--- src/rtl/acc_seq_ctrl_if.sv ---
// rtl/acc_seq_ctrl_if.sv - sequencer <-> ROM/ALU/regfile/dmem signal bundle
// Purpose: groups every non-clock/reset signal of acc_seq_ctrl.
// master: the sequencer (drives fetch, ALU control, strobes, status).
// slave : the surrounding CPU (drives start, ROM data, ALU results).
interface acc_seq_ctrl_if #(
    parameter int PC_W  = 8,
    parameter int CNT_W = 16
);
    logic             start;
    logic             inst_req;
    logic [PC_W-1:0]  inst_addr;
    logic             inst_valid;
    logic [8:0]       inst_in;
    logic [3:0]       alu_op;
    logic             reg_exe;
    logic             imm_exe;
    logic             reg_to_acc;
    logic             acc_to_reg;
    logic [7:0]       imm_out;
    logic [3:0]       rf_addr;
    logic             sc_in;
    logic             alu_sc_out;
    logic             alu_branch;
    logic             acc_we;
    logic             rf_we;
    logic             dmem_re;
    logic             dmem_we;
    logic             busy;
    logic             done;
    logic [CNT_W-1:0] cycle_cnt;

    modport master (
        input  start, inst_valid, inst_in, alu_sc_out, alu_branch,
        output inst_req, inst_addr, alu_op, reg_exe, imm_exe, reg_to_acc, acc_to_reg,
               imm_out, rf_addr, sc_in, acc_we, rf_we, dmem_re, dmem_we, busy, done,
               cycle_cnt
    );

    modport slave (
        output start, inst_valid, inst_in, alu_sc_out, alu_branch,
        input  inst_req, inst_addr, alu_op, reg_exe, imm_exe, reg_to_acc, acc_to_reg,
               imm_out, rf_addr, sc_in, acc_we, rf_we, dmem_re, dmem_we, busy, done,
               cycle_cnt
    );
endinterface

--- src/rtl/acc_seq_ctrl.sv ---
// rtl/acc_seq_ctrl.sv - multi-cycle fetch/decode sequencer for the accumulator datapath
// Purpose: fetches 9-bit instructions ({op[3:0], mode, reg/imm[3:0]}), drives the ALU
// opcode and mode flags, owns PC, carry flag and the acc/regfile/dmem write strobes.
// Ports: i_clk  - clock, all state changes on posedge
//        i_rst  - synchronous active-high reset
//        bus    - acc_seq_ctrl_if.master (start, fetch handshake, ALU control, strobes,
//                 busy/done status, saturating busy-cycle counter)
module acc_seq_ctrl #(
    parameter int PC_W     = 8,
    parameter int START_PC = 0,
    parameter int CNT_W    = 16
) (
    input  logic           i_clk,
    input  logic           i_rst,
    acc_seq_ctrl_if.master bus
);
    localparam logic [3:0] OP_ADD    = 4'h0;
    localparam logic [3:0] OP_SUB    = 4'h1;
    localparam logic [3:0] OP_SL     = 4'h2;
    localparam logic [3:0] OP_SR     = 4'h3;
    localparam logic [3:0] OP_INVERT = 4'h4;
    localparam logic [3:0] OP_ASSIGN = 4'h5;
    localparam logic [3:0] OP_MOV    = 4'h6;
    localparam logic [3:0] OP_SW     = 4'h7;
    localparam logic [3:0] OP_LW     = 4'h8;
    localparam logic [3:0] OP_BEQ    = 4'h9;
    localparam logic [3:0] OP_BGE    = 4'hA;
    localparam logic [3:0] OP_BNE    = 4'hB;
    localparam logic [3:0] OP_HALT   = 4'hF;

    localparam logic [PC_W-1:0] L_START = PC_W'(START_PC);

    typedef enum logic [2:0] {S_IDLE, S_FETCH, S_EXEC, S_MEM, S_HALT} state_t;

    state_t           r_state;
    logic [PC_W-1:0]  r_pc;
    logic [8:0]       r_inst;
    logic             r_sc;
    logic [CNT_W-1:0] r_cnt;

    state_t           w_next;
    logic [PC_W-1:0]  w_pc_next;
    logic             w_sc_next;
    logic [CNT_W-1:0] w_cnt_next;
    logic             w_latch;
    logic             w_req;
    logic             w_acc_we;
    logic             w_rf_we;
    logic             w_dre;
    logic             w_dwe;
    logic [3:0]       w_alu_op;
    logic             w_exec;
    logic             w_busy;
    logic [3:0]       w_op;
    logic             w_mode;

    assign w_op   = r_inst[8:5];
    assign w_mode = r_inst[4];
    assign w_exec = (r_state == S_EXEC);
    assign w_busy = (r_state == S_FETCH) || (r_state == S_EXEC) || (r_state == S_MEM);

    always_ff @(posedge i_clk) begin
        if (i_rst) begin
            r_state <= S_IDLE;
            r_pc    <= L_START;
            r_inst  <= '0;
            r_sc    <= 1'b0;
            r_cnt   <= '0;
        end else begin
            r_state <= w_next;
            r_pc    <= w_pc_next;
            r_sc    <= w_sc_next;
            r_cnt   <= w_cnt_next;
            if (w_latch) begin
                r_inst <= bus.inst_in;
            end
        end
    end

    always_comb begin
        w_next     = r_state;
        w_pc_next  = r_pc;
        w_sc_next  = r_sc;
        w_cnt_next = r_cnt;
        w_latch    = 1'b0;
        w_req      = 1'b0;
        w_acc_we   = 1'b0;
        w_rf_we    = 1'b0;
        w_dre      = 1'b0;
        w_dwe      = 1'b0;
        w_alu_op   = 4'h0;

        if (w_busy && (r_cnt != {CNT_W{1'b1}})) begin
            w_cnt_next = r_cnt + CNT_W'(1);
        end

        case (r_state)
            S_IDLE, S_HALT: begin
                if (bus.start) begin
                    w_next     = S_FETCH;
                    w_pc_next  = L_START;
                    w_sc_next  = 1'b0;
                    w_cnt_next = '0;
                end
            end
            S_FETCH: begin
                w_req = 1'b1;
                if (bus.inst_valid) begin
                    w_latch = 1'b1;
                    w_next  = S_EXEC;
                end
            end
            S_EXEC: begin
                // Default exit: fall through to the next instruction.
                w_next    = S_FETCH;
                w_pc_next = r_pc + PC_W'(1);
                w_alu_op  = w_op;
                case (w_op)
                    OP_ADD, OP_SUB, OP_SL, OP_SR: begin
                        w_acc_we  = 1'b1;
                        w_sc_next = bus.alu_sc_out;
                    end
                    OP_ASSIGN: w_acc_we = 1'b1;
                    OP_MOV: begin
                        w_acc_we = w_mode;
                        w_rf_we  = ~w_mode;
                    end
                    OP_SW: w_dwe = 1'b1;
                    OP_LW: begin
                        // PC advances when MEM completes, not here.
                        w_dre     = 1'b1;
                        w_next    = S_MEM;
                        w_pc_next = r_pc;
                    end
                    OP_BEQ, OP_BGE, OP_BNE: begin
                        w_pc_next = r_pc + (bus.alu_branch ? PC_W'(2) : PC_W'(1));
                    end
                    OP_HALT: begin
                        w_alu_op  = 4'h0;
                        w_next    = S_HALT;
                        w_pc_next = r_pc;
                    end
                    default: ;
                endcase
            end
            S_MEM: begin
                w_dre     = 1'b1;
                w_acc_we  = 1'b1;
                w_pc_next = r_pc + PC_W'(1);
                w_next    = S_FETCH;
            end
            default: w_next = S_IDLE;
        endcase
    end

    // Strobes are masked by reset so an abort never leaves a write behind in that cycle.
    assign bus.inst_req   = w_req & ~i_rst;
    assign bus.acc_we     = w_acc_we & ~i_rst;
    assign bus.rf_we      = w_rf_we & ~i_rst;
    assign bus.dmem_re    = w_dre & ~i_rst;
    assign bus.dmem_we    = w_dwe & ~i_rst;
    assign bus.inst_addr  = r_pc;
    assign bus.alu_op     = w_alu_op;
    assign bus.reg_exe    = w_exec & w_mode;
    assign bus.imm_exe    = w_exec & ~w_mode;
    assign bus.reg_to_acc = w_exec & (w_op == OP_MOV) & w_mode;
    assign bus.acc_to_reg = w_exec & (w_op == OP_MOV) & ~w_mode;
    assign bus.imm_out    = {4'b0000, r_inst[3:0]};
    assign bus.rf_addr    = r_inst[3:0];
    assign bus.sc_in      = r_sc;
    assign bus.busy       = w_busy;
    assign bus.done       = (r_state == S_HALT);
    assign bus.cycle_cnt  = r_cnt;
endmodule

--- src/flat_wrapper.sv ---
// flat-port wrapper written by rule: the top's interface ports become plain ports
module acc_seq_ctrl_flat 
#(
    parameter int PC_W     = 8,
    parameter int START_PC = 0,
    parameter int CNT_W    = 16
)
  (i_clk, i_rst, bus_start, bus_inst_valid, bus_inst_in, bus_alu_sc_out, bus_alu_branch, bus_inst_req, bus_inst_addr, bus_alu_op, bus_reg_exe, bus_imm_exe, bus_reg_to_acc, bus_acc_to_reg, bus_imm_out, bus_rf_addr, bus_sc_in, bus_acc_we, bus_rf_we, bus_dmem_re, bus_dmem_we, bus_busy, bus_done, bus_cycle_cnt);
  acc_seq_ctrl_if #(.PC_W(PC_W), .CNT_W(CNT_W)) bus_i ();
  input  logic i_clk;
  input  logic i_rst;
  input wire logic [$bits(bus_i.start)-1:0] bus_start;
  input wire logic [$bits(bus_i.inst_valid)-1:0] bus_inst_valid;
  input wire logic [$bits(bus_i.inst_in)-1:0] bus_inst_in;
  input wire logic [$bits(bus_i.alu_sc_out)-1:0] bus_alu_sc_out;
  input wire logic [$bits(bus_i.alu_branch)-1:0] bus_alu_branch;
  output wire logic [$bits(bus_i.inst_req)-1:0] bus_inst_req;
  output wire logic [$bits(bus_i.inst_addr)-1:0] bus_inst_addr;
  output wire logic [$bits(bus_i.alu_op)-1:0] bus_alu_op;
  output wire logic [$bits(bus_i.reg_exe)-1:0] bus_reg_exe;
  output wire logic [$bits(bus_i.imm_exe)-1:0] bus_imm_exe;
  output wire logic [$bits(bus_i.reg_to_acc)-1:0] bus_reg_to_acc;
  output wire logic [$bits(bus_i.acc_to_reg)-1:0] bus_acc_to_reg;
  output wire logic [$bits(bus_i.imm_out)-1:0] bus_imm_out;
  output wire logic [$bits(bus_i.rf_addr)-1:0] bus_rf_addr;
  output wire logic [$bits(bus_i.sc_in)-1:0] bus_sc_in;
  output wire logic [$bits(bus_i.acc_we)-1:0] bus_acc_we;
  output wire logic [$bits(bus_i.rf_we)-1:0] bus_rf_we;
  output wire logic [$bits(bus_i.dmem_re)-1:0] bus_dmem_re;
  output wire logic [$bits(bus_i.dmem_we)-1:0] bus_dmem_we;
  output wire logic [$bits(bus_i.busy)-1:0] bus_busy;
  output wire logic [$bits(bus_i.done)-1:0] bus_done;
  output wire logic [$bits(bus_i.cycle_cnt)-1:0] bus_cycle_cnt;
  assign bus_i.start = bus_start;
  assign bus_i.inst_valid = bus_inst_valid;
  assign bus_i.inst_in = bus_inst_in;
  assign bus_i.alu_sc_out = bus_alu_sc_out;
  assign bus_i.alu_branch = bus_alu_branch;
  assign bus_inst_req = bus_i.inst_req;
  assign bus_inst_addr = bus_i.inst_addr;
  assign bus_alu_op = bus_i.alu_op;
  assign bus_reg_exe = bus_i.reg_exe;
  assign bus_imm_exe = bus_i.imm_exe;
  assign bus_reg_to_acc = bus_i.reg_to_acc;
  assign bus_acc_to_reg = bus_i.acc_to_reg;
  assign bus_imm_out = bus_i.imm_out;
  assign bus_rf_addr = bus_i.rf_addr;
  assign bus_sc_in = bus_i.sc_in;
  assign bus_acc_we = bus_i.acc_we;
  assign bus_rf_we = bus_i.rf_we;
  assign bus_dmem_re = bus_i.dmem_re;
  assign bus_dmem_we = bus_i.dmem_we;
  assign bus_busy = bus_i.busy;
  assign bus_done = bus_i.done;
  assign bus_cycle_cnt = bus_i.cycle_cnt;
  acc_seq_ctrl #(.PC_W(PC_W), .START_PC(START_PC), .CNT_W(CNT_W)) u_core (.i_clk(i_clk), .i_rst(i_rst), .bus(bus_i));
endmodule
--- config.mk ---
export PLATFORM = sky130hd
export DESIGN_NAME = acc_seq_ctrl_flat
export DESIGN_NICKNAME = d
export VERILOG_FILES = /design/src/rtl/acc_seq_ctrl_if.sv /design/src/rtl/acc_seq_ctrl.sv /design/src/flat_wrapper.sv
export SDC_FILE = /design/constraint.sdc
export NUM_CORES = 1
export LEC_CHECK = 0
export ABC_AREA = 1
export ABC_CLOCK_PERIOD_IN_PS = 1700
export CORE_MARGIN = 1
export CORE_UTILIZATION = 30
export CTS_BUF_LIST = sky130_fd_sc_hd__clkbuf_4 sky130_fd_sc_hd__clkbuf_8 sky130_fd_sc_hd__clkbuf_16
export DETAILED_ROUTE_END_ITERATION = 10
export DONT_BUFFER_PORTS = 1
export PLACE_DENSITY_LB_ADDON = 0.08
export SYNTH_ARGS = -nofsm -noshare
export SYNTH_HDL_FRONTEND = slang
export SYNTH_SLANG_ARGS = --single-unit
--- constraint.sdc ---
create_clock -name i_clk -period 1.7 [get_ports i_clk]
set_input_delay 0.34 -clock i_clk [delete_from_list [all_inputs] [get_ports i_clk]]
set_output_delay 0.34 -clock i_clk [all_outputs]
set_load 0.02 [all_outputs]
# --- After elaboration in Yosys (flattened, before gate mapping) ---
# Cells that the tools add are included.
word_totals:
  elab_cells: 82
  ff_bits: 37
  output_inout_bits: 52
classes:
  bitwise_logic: 12
  n_addsub: 3
  eq_ne: 20
  n_reduce_logical: 15
  n_mux: 27
ops:
  columns: ["op", "count"]
  rows:
  - ["16-bit two-way mux", 3]
  - ["8-bit case mux with 3 select lines", 1]
  - ["4-bit equality test (second input constant)", 5]
  - ["16-bit by 1-bit adder with 16-bit output (second input constant)", 1]
  - ["16-bit != test (second input constant)", 1]
  - ["8-bit case mux with 2 select lines", 1]
  - ["4-bit by 3-bit equality test with 1-bit output (second input constant)", 3]
  - ["3-bit case mux with 4 select lines", 1]
  - ["1-bit bitwise AND", 10]
  - ["1-bit two-way mux", 10]
  - ["8-bit by 1-bit adder with 8-bit output (second input constant)", 1]
  - ["8-bit adder", 1]
  - ["4-bit by 2-bit equality test with 1-bit output (second input constant)", 2]
  - ["4-bit two-way mux", 2]
  - ["8-bit two-way mux", 1]
  - ["2-bit != test (second input constant)", 4]
  - ["1-bit case mux with 2 select lines", 4]
  - ["3-bit by 2-bit equality test with 1-bit output (second input constant)", 2]
  - ["3-bit two-way mux", 2]
  - ["3-bit case mux with 2 select lines", 1]
  - ["3-bit AND reduction", 2]
  - ["5-bit OR reduction", 1]
  - ["4-bit by 1-bit equality test with 1-bit output (second input constant)", 1]
  - ["4-bit logical NOT", 1]
  - ["13 further kinds", 16]

# --- Logic depth before layout (Yosys ltp) ---
# Gate-level depths: netlist (run 1).
depth:
  depth_word: 7
  mapped_depth: 11
  ltp_nobuf: 11

# --- Least setup slack after synthesis (run 1) ---
# OpenSTA, ideal clock, no wires.
synth_path:
  path_kind: "register to output"
  startpoint: "reg u_core.r_state[1]"
  endpoint: "out bus_acc_we"
  stages_incl_launch_ff: 9
  arrival_ns: 1.664
  setup_slack_ns: -0.304
  path_cell_list: "dfxtp_1 > inv_1 > nor2_1 > inv_2 > nor2_4 > inv_2 > nor3_1 > o21ai_0 > inv_1"
synth_via:
  elab_chain_cells: 3
  elab_cells_between_ends: 4
synth_lines:
  columns: ["element", "line", "text"]
  rows:
  - ["start, declared", "acc_seq_ctrl.sv:35", "state_t r_state;"]
  - ["start signal, assigned", "acc_seq_ctrl.sv:70", "r_state <= w_next;"]
  - ["3-bit by 2-bit equality test with 1-bit output", "acc_seq_ctrl.sv:97", "case (r_state)"]
  - ["1-bit case mux with 2 select lines *", "acc_seq_ctrl.sv:97", null]
  - ["1-bit bitwise AND *", "acc_seq_ctrl.sv:158", "assign bus.acc_we = w_acc_we & ~i_rst;"]
  - ["end, declared", "flat_wrapper.sv:27", "output wire logic [$bits(bus_i.acc_we)-1:0] bus_acc_we;"]
# Mark *: on every way between the ends. The rest lies on a longest branch, timed or not.

# --- Final worst setup path (run 1) ---
# Ends and elaborated chain as after synthesis.

==> results.toml, run 1 <==
[status]
status = "finished with violations"
failed_checks = "setup timing"

[logic_synthesis]
synthTopCellsByArea = "dfxtp_1 31%, nand2_1 12%, nor2_1 8.1%, inv_1 6.5%, a21oi_1 6.2%"
yosys.cell_types.count = 35
ys_warn_count = 0
synthCells = 375
ys_seq_elements = 37
syn_area_sq_mm = 0.002419
synth_edf_count = 0
synth_top_cells_by_count = "75 x nand2_1, 52 x nor2_1, 42 x inv_1"
synth_top_area_frac = 0.3063
yosysSeqAreaShare = 0.3063
async_reset_ff_frac = 0
ys.flop_type = "dfxtp_1"
avgSynthCellArea_sq_um = 6.450
synth_area_leader_cell = "dfxtp_1"
synthMostInstantiatedCell = "nand2_1"

[setup_path]
worstSetupPathType = "flop to primary output"
crit_buf_inv = 4
crit_path_frequent_cell = "inv_2"
critPathMaxFanout = 4
cp.arrival_ps = 1430
r2r_slack_ps = 110
end_kind = "primary output"
regToRegEndpoint = "u_core.bus.inst_addr[2]"
required_ps = 1360
crit_path_cell_trace = "inv_2 > nor2_4 > inv_2 > nor2_4 > buf_6 > nand3_2 > nand2_2 > o21ai_2 > inv_2"
r2r_cells = 7
critPathSlowestCell = "dfxtp_2"
path_delay_family = "simple AND/OR/NAND/NOR gates"
cpPeakStageDelay_ps = 340
worst_setup_path_start_kind = "flop"
r2r_start = "u_core.bus.inst_addr[0]"

[worst_hold_path]
hold_depth = 1
whs_endpoint = "u_core.r_state[0]"
hp-start = "i_rst"
min_path_type = "input pin to flop"

[cts]
clock_latency_ps = 290
clk_path_buf_depth = 2
cts_max_level = 2
path_clk_slew_ps = 80
root_buffer = "clkbuf_8"
clock-sinks = 37
cts_made_buffers = 5
cts_tree = "done"

[layout]
layout.nets = 455
synthToLayoutAreaGrowth_pct = 31.97
antennaDiodeCount = 0
fin_area_sq_mm = 0.003192
stdcell_count = 537
filler_cell_count = 854
layout-drive-gt1-share = 0.3034

[routing]
wirelength_um = 6977
routedWlPerCell_um = 12.99
drc = 0
num_vias = 2484
viasPerCell = 4.626
drtPass1Iterations = 4
drtAntennaViolNets = 0
drt_iter0_drc = 80

[global_routing]
grt_pass1_vias = 2429
overflow = 0
grt_pass1_wl_um = 11490
grt_usage = 0.1719
grt_antenna_before_repair = 0
grt_max_degree = 15

[placement]
routabilityCongestion = 0.8027
dp_hpwl_um = 5292
portBuffers = 0
place_inst = 521
place_area_sq_mm = 0.002890
dp_slack_ps = 44.47

[power]
netSwitchingFraction = 0.4438
p_clk_frac = 0.179
intPower_uw = 2074
power.leakage_uw = 0.001316
net-switching-power_uw = 1655
combPwrFrac = 0.491
p_per_area_mw_per_mm2 = 1168
power_frac_seq = 0.330
irDropWorstVdd_mv = 0.4692

[timing]
hold_viol = 0
finalCriticalPeriod_ps = 1765
worst_hold_slack_ps = 106.8
fin_skew_ps = 4.789
setup_viol = 7
rsz0062_at_grt = "true"
timing.final.crit_share = 1.038
fin_ws_ps = -65.29
maxSlewViolCount = 0
fmax_mhz = 566.5

[floorplanning]
dieArea_sq_mm = 0.008425
coreArea_sq_mm = 0.007767
pin_count = 67
initial_core_util = 0.3114
rows = 32
die-height_um = 91.79
chipWidth_um = 91.79

[flow_run]
max_cap_violations = 0
per-stage QoR:
stage | TNS (ps) | power [uW] | utilization
after floorplan | -802.3 | 2371 | -
after global placement | 0 | 2869 | 0.3721
after detailed placement | 0 | 2881 | 0.3721
after CTS | -727.1 | 3716 | 0.4032
after global routing | -1371 | 4010 | 0.4109
final | -231.4 | 3729 | 0.4109
final cells by class:
type,instances,area (sq um),share of cell area
clock buffers,7,90.09,0.02822
inverters,48,185.2,0.05802
multi-input cells,274,1508,0.4724
flip-flops and latches,37,748.2,0.2344
well taps,102,127.6,0.03998
repair buffers,69,533.0,0.1670
routing by layer:
layer,track usage,part of all wire
met1,0.2075,0.47
met5,0,0
met2,0.2976,0.47
met3,0.04312,0.048
met4,0.05599,0.013
layout by cell type, fill, tap and decap left out, drive strengths merged, types with 2 or more instances in the layout:
| cell | synthesis | layout |
|---|---|---|
| nand2 | 76 | 76 |
| buf | 18 | 69 |
| a21oi | 31 | 31 |
| conb | 1 | 4 |
| xnor2 | 2 | 2 |
| clkbuf | 1 | 7 |
| ha | 4 | 4 |
| nand3 | 29 | 29 |
| inv | 48 | 48 |
| dfxtp | 37 | 37 |
| a31oi | 2 | 2 |
| nor3 | 16 | 16 |
| o21ai | 33 | 33 |
| xor2 | 10 | 10 |
| nor2 | 56 | 56 |
| or2 | 2 | 2 |
| nand4 | 3 | 3 |
what timing repair did:
item,CTS,global route
setup endpoints to repair,13,28
setup buffers,8,1
hold buffers,0,0
resized for setup,29,18
pin swaps,6,7
state kept, by name, indices dropped and copies added (netlist names):
name	cells
u_core.bus.cycle_cnt	16
u_core.bus.inst_addr	8
u_core.bus.sc_in	1
u_core.r_inst	9
u_core.r_state	3
how the worst max path moves through the flow:
stage / start / to / cells after the start
3_3_place_gp: bus_alu_branch / u_core.bus.inst_addr[4] / 8
3_5_place_dp: bus_alu_branch / u_core.bus.inst_addr[4] / 8
6_report: u_core.r_state[1] / bus_acc_we / 9
5_1_grt: u_core.r_state[1] / bus_acc_we / 9
4_1_cts: u_core.r_state[1] / bus_dmem_re / 8
2_1_floorplan: u_core.r_state[1] / bus_acc_to_reg / 7
cell families (layout without fill, tap and decap cells):
family | after synthesis | in the layout | synth area share
compound gates | 68 | 68 | 0.1511
xor+xnor | 12 | 12 | 0.04346
fa+ha+maj | 5 | 5 | 0.02897
buf+inv | 67 | 124 | 0.1283
flops | 37 | 37 | 0.3063
other cells | 1 | 4 | 0.001551
simple gates | 185 | 185 | 0.3404
power by group through the flow:
stage / logic, uW / registers [uW] / clock network (uW)
2_1_floorplan: 1110 / 1260 / 0
3_3_place_gp: 1640 / 1230 / 0
3_5_place_dp: 1650 / 1230 / 0
4_1_cts: 1800 / 1220 / 693
5_1_grt: 2030 / 1260 / 728
6_report: 1830 / 1230 / 669
Power figures use the tool's default switching activity.
==> run 2, diff against run 1 <==
--- a/config.mk
+++ b/config.mk
@@ -7,12 +7,14 @@
 export LEC_CHECK = 0
 export ABC_AREA = 1
 export ABC_CLOCK_PERIOD_IN_PS = 1700
+export CAP_MARGIN = 20
 export CORE_MARGIN = 1
 export CORE_UTILIZATION = 30
 export CTS_BUF_LIST = sky130_fd_sc_hd__clkbuf_4 sky130_fd_sc_hd__clkbuf_8 sky130_fd_sc_hd__clkbuf_16
 export DETAILED_ROUTE_END_ITERATION = 10
 export DONT_BUFFER_PORTS = 1
 export PLACE_DENSITY_LB_ADDON = 0.08
+export SLEW_MARGIN = 20
 export SYNTH_ARGS = -nofsm -noshare
 export SYNTH_HDL_FRONTEND = slang
 export SYNTH_SLANG_ARGS = --single-unit
==> results of run 2 <==
The final DEF is identical to that of run 1; final timing and power are the same.
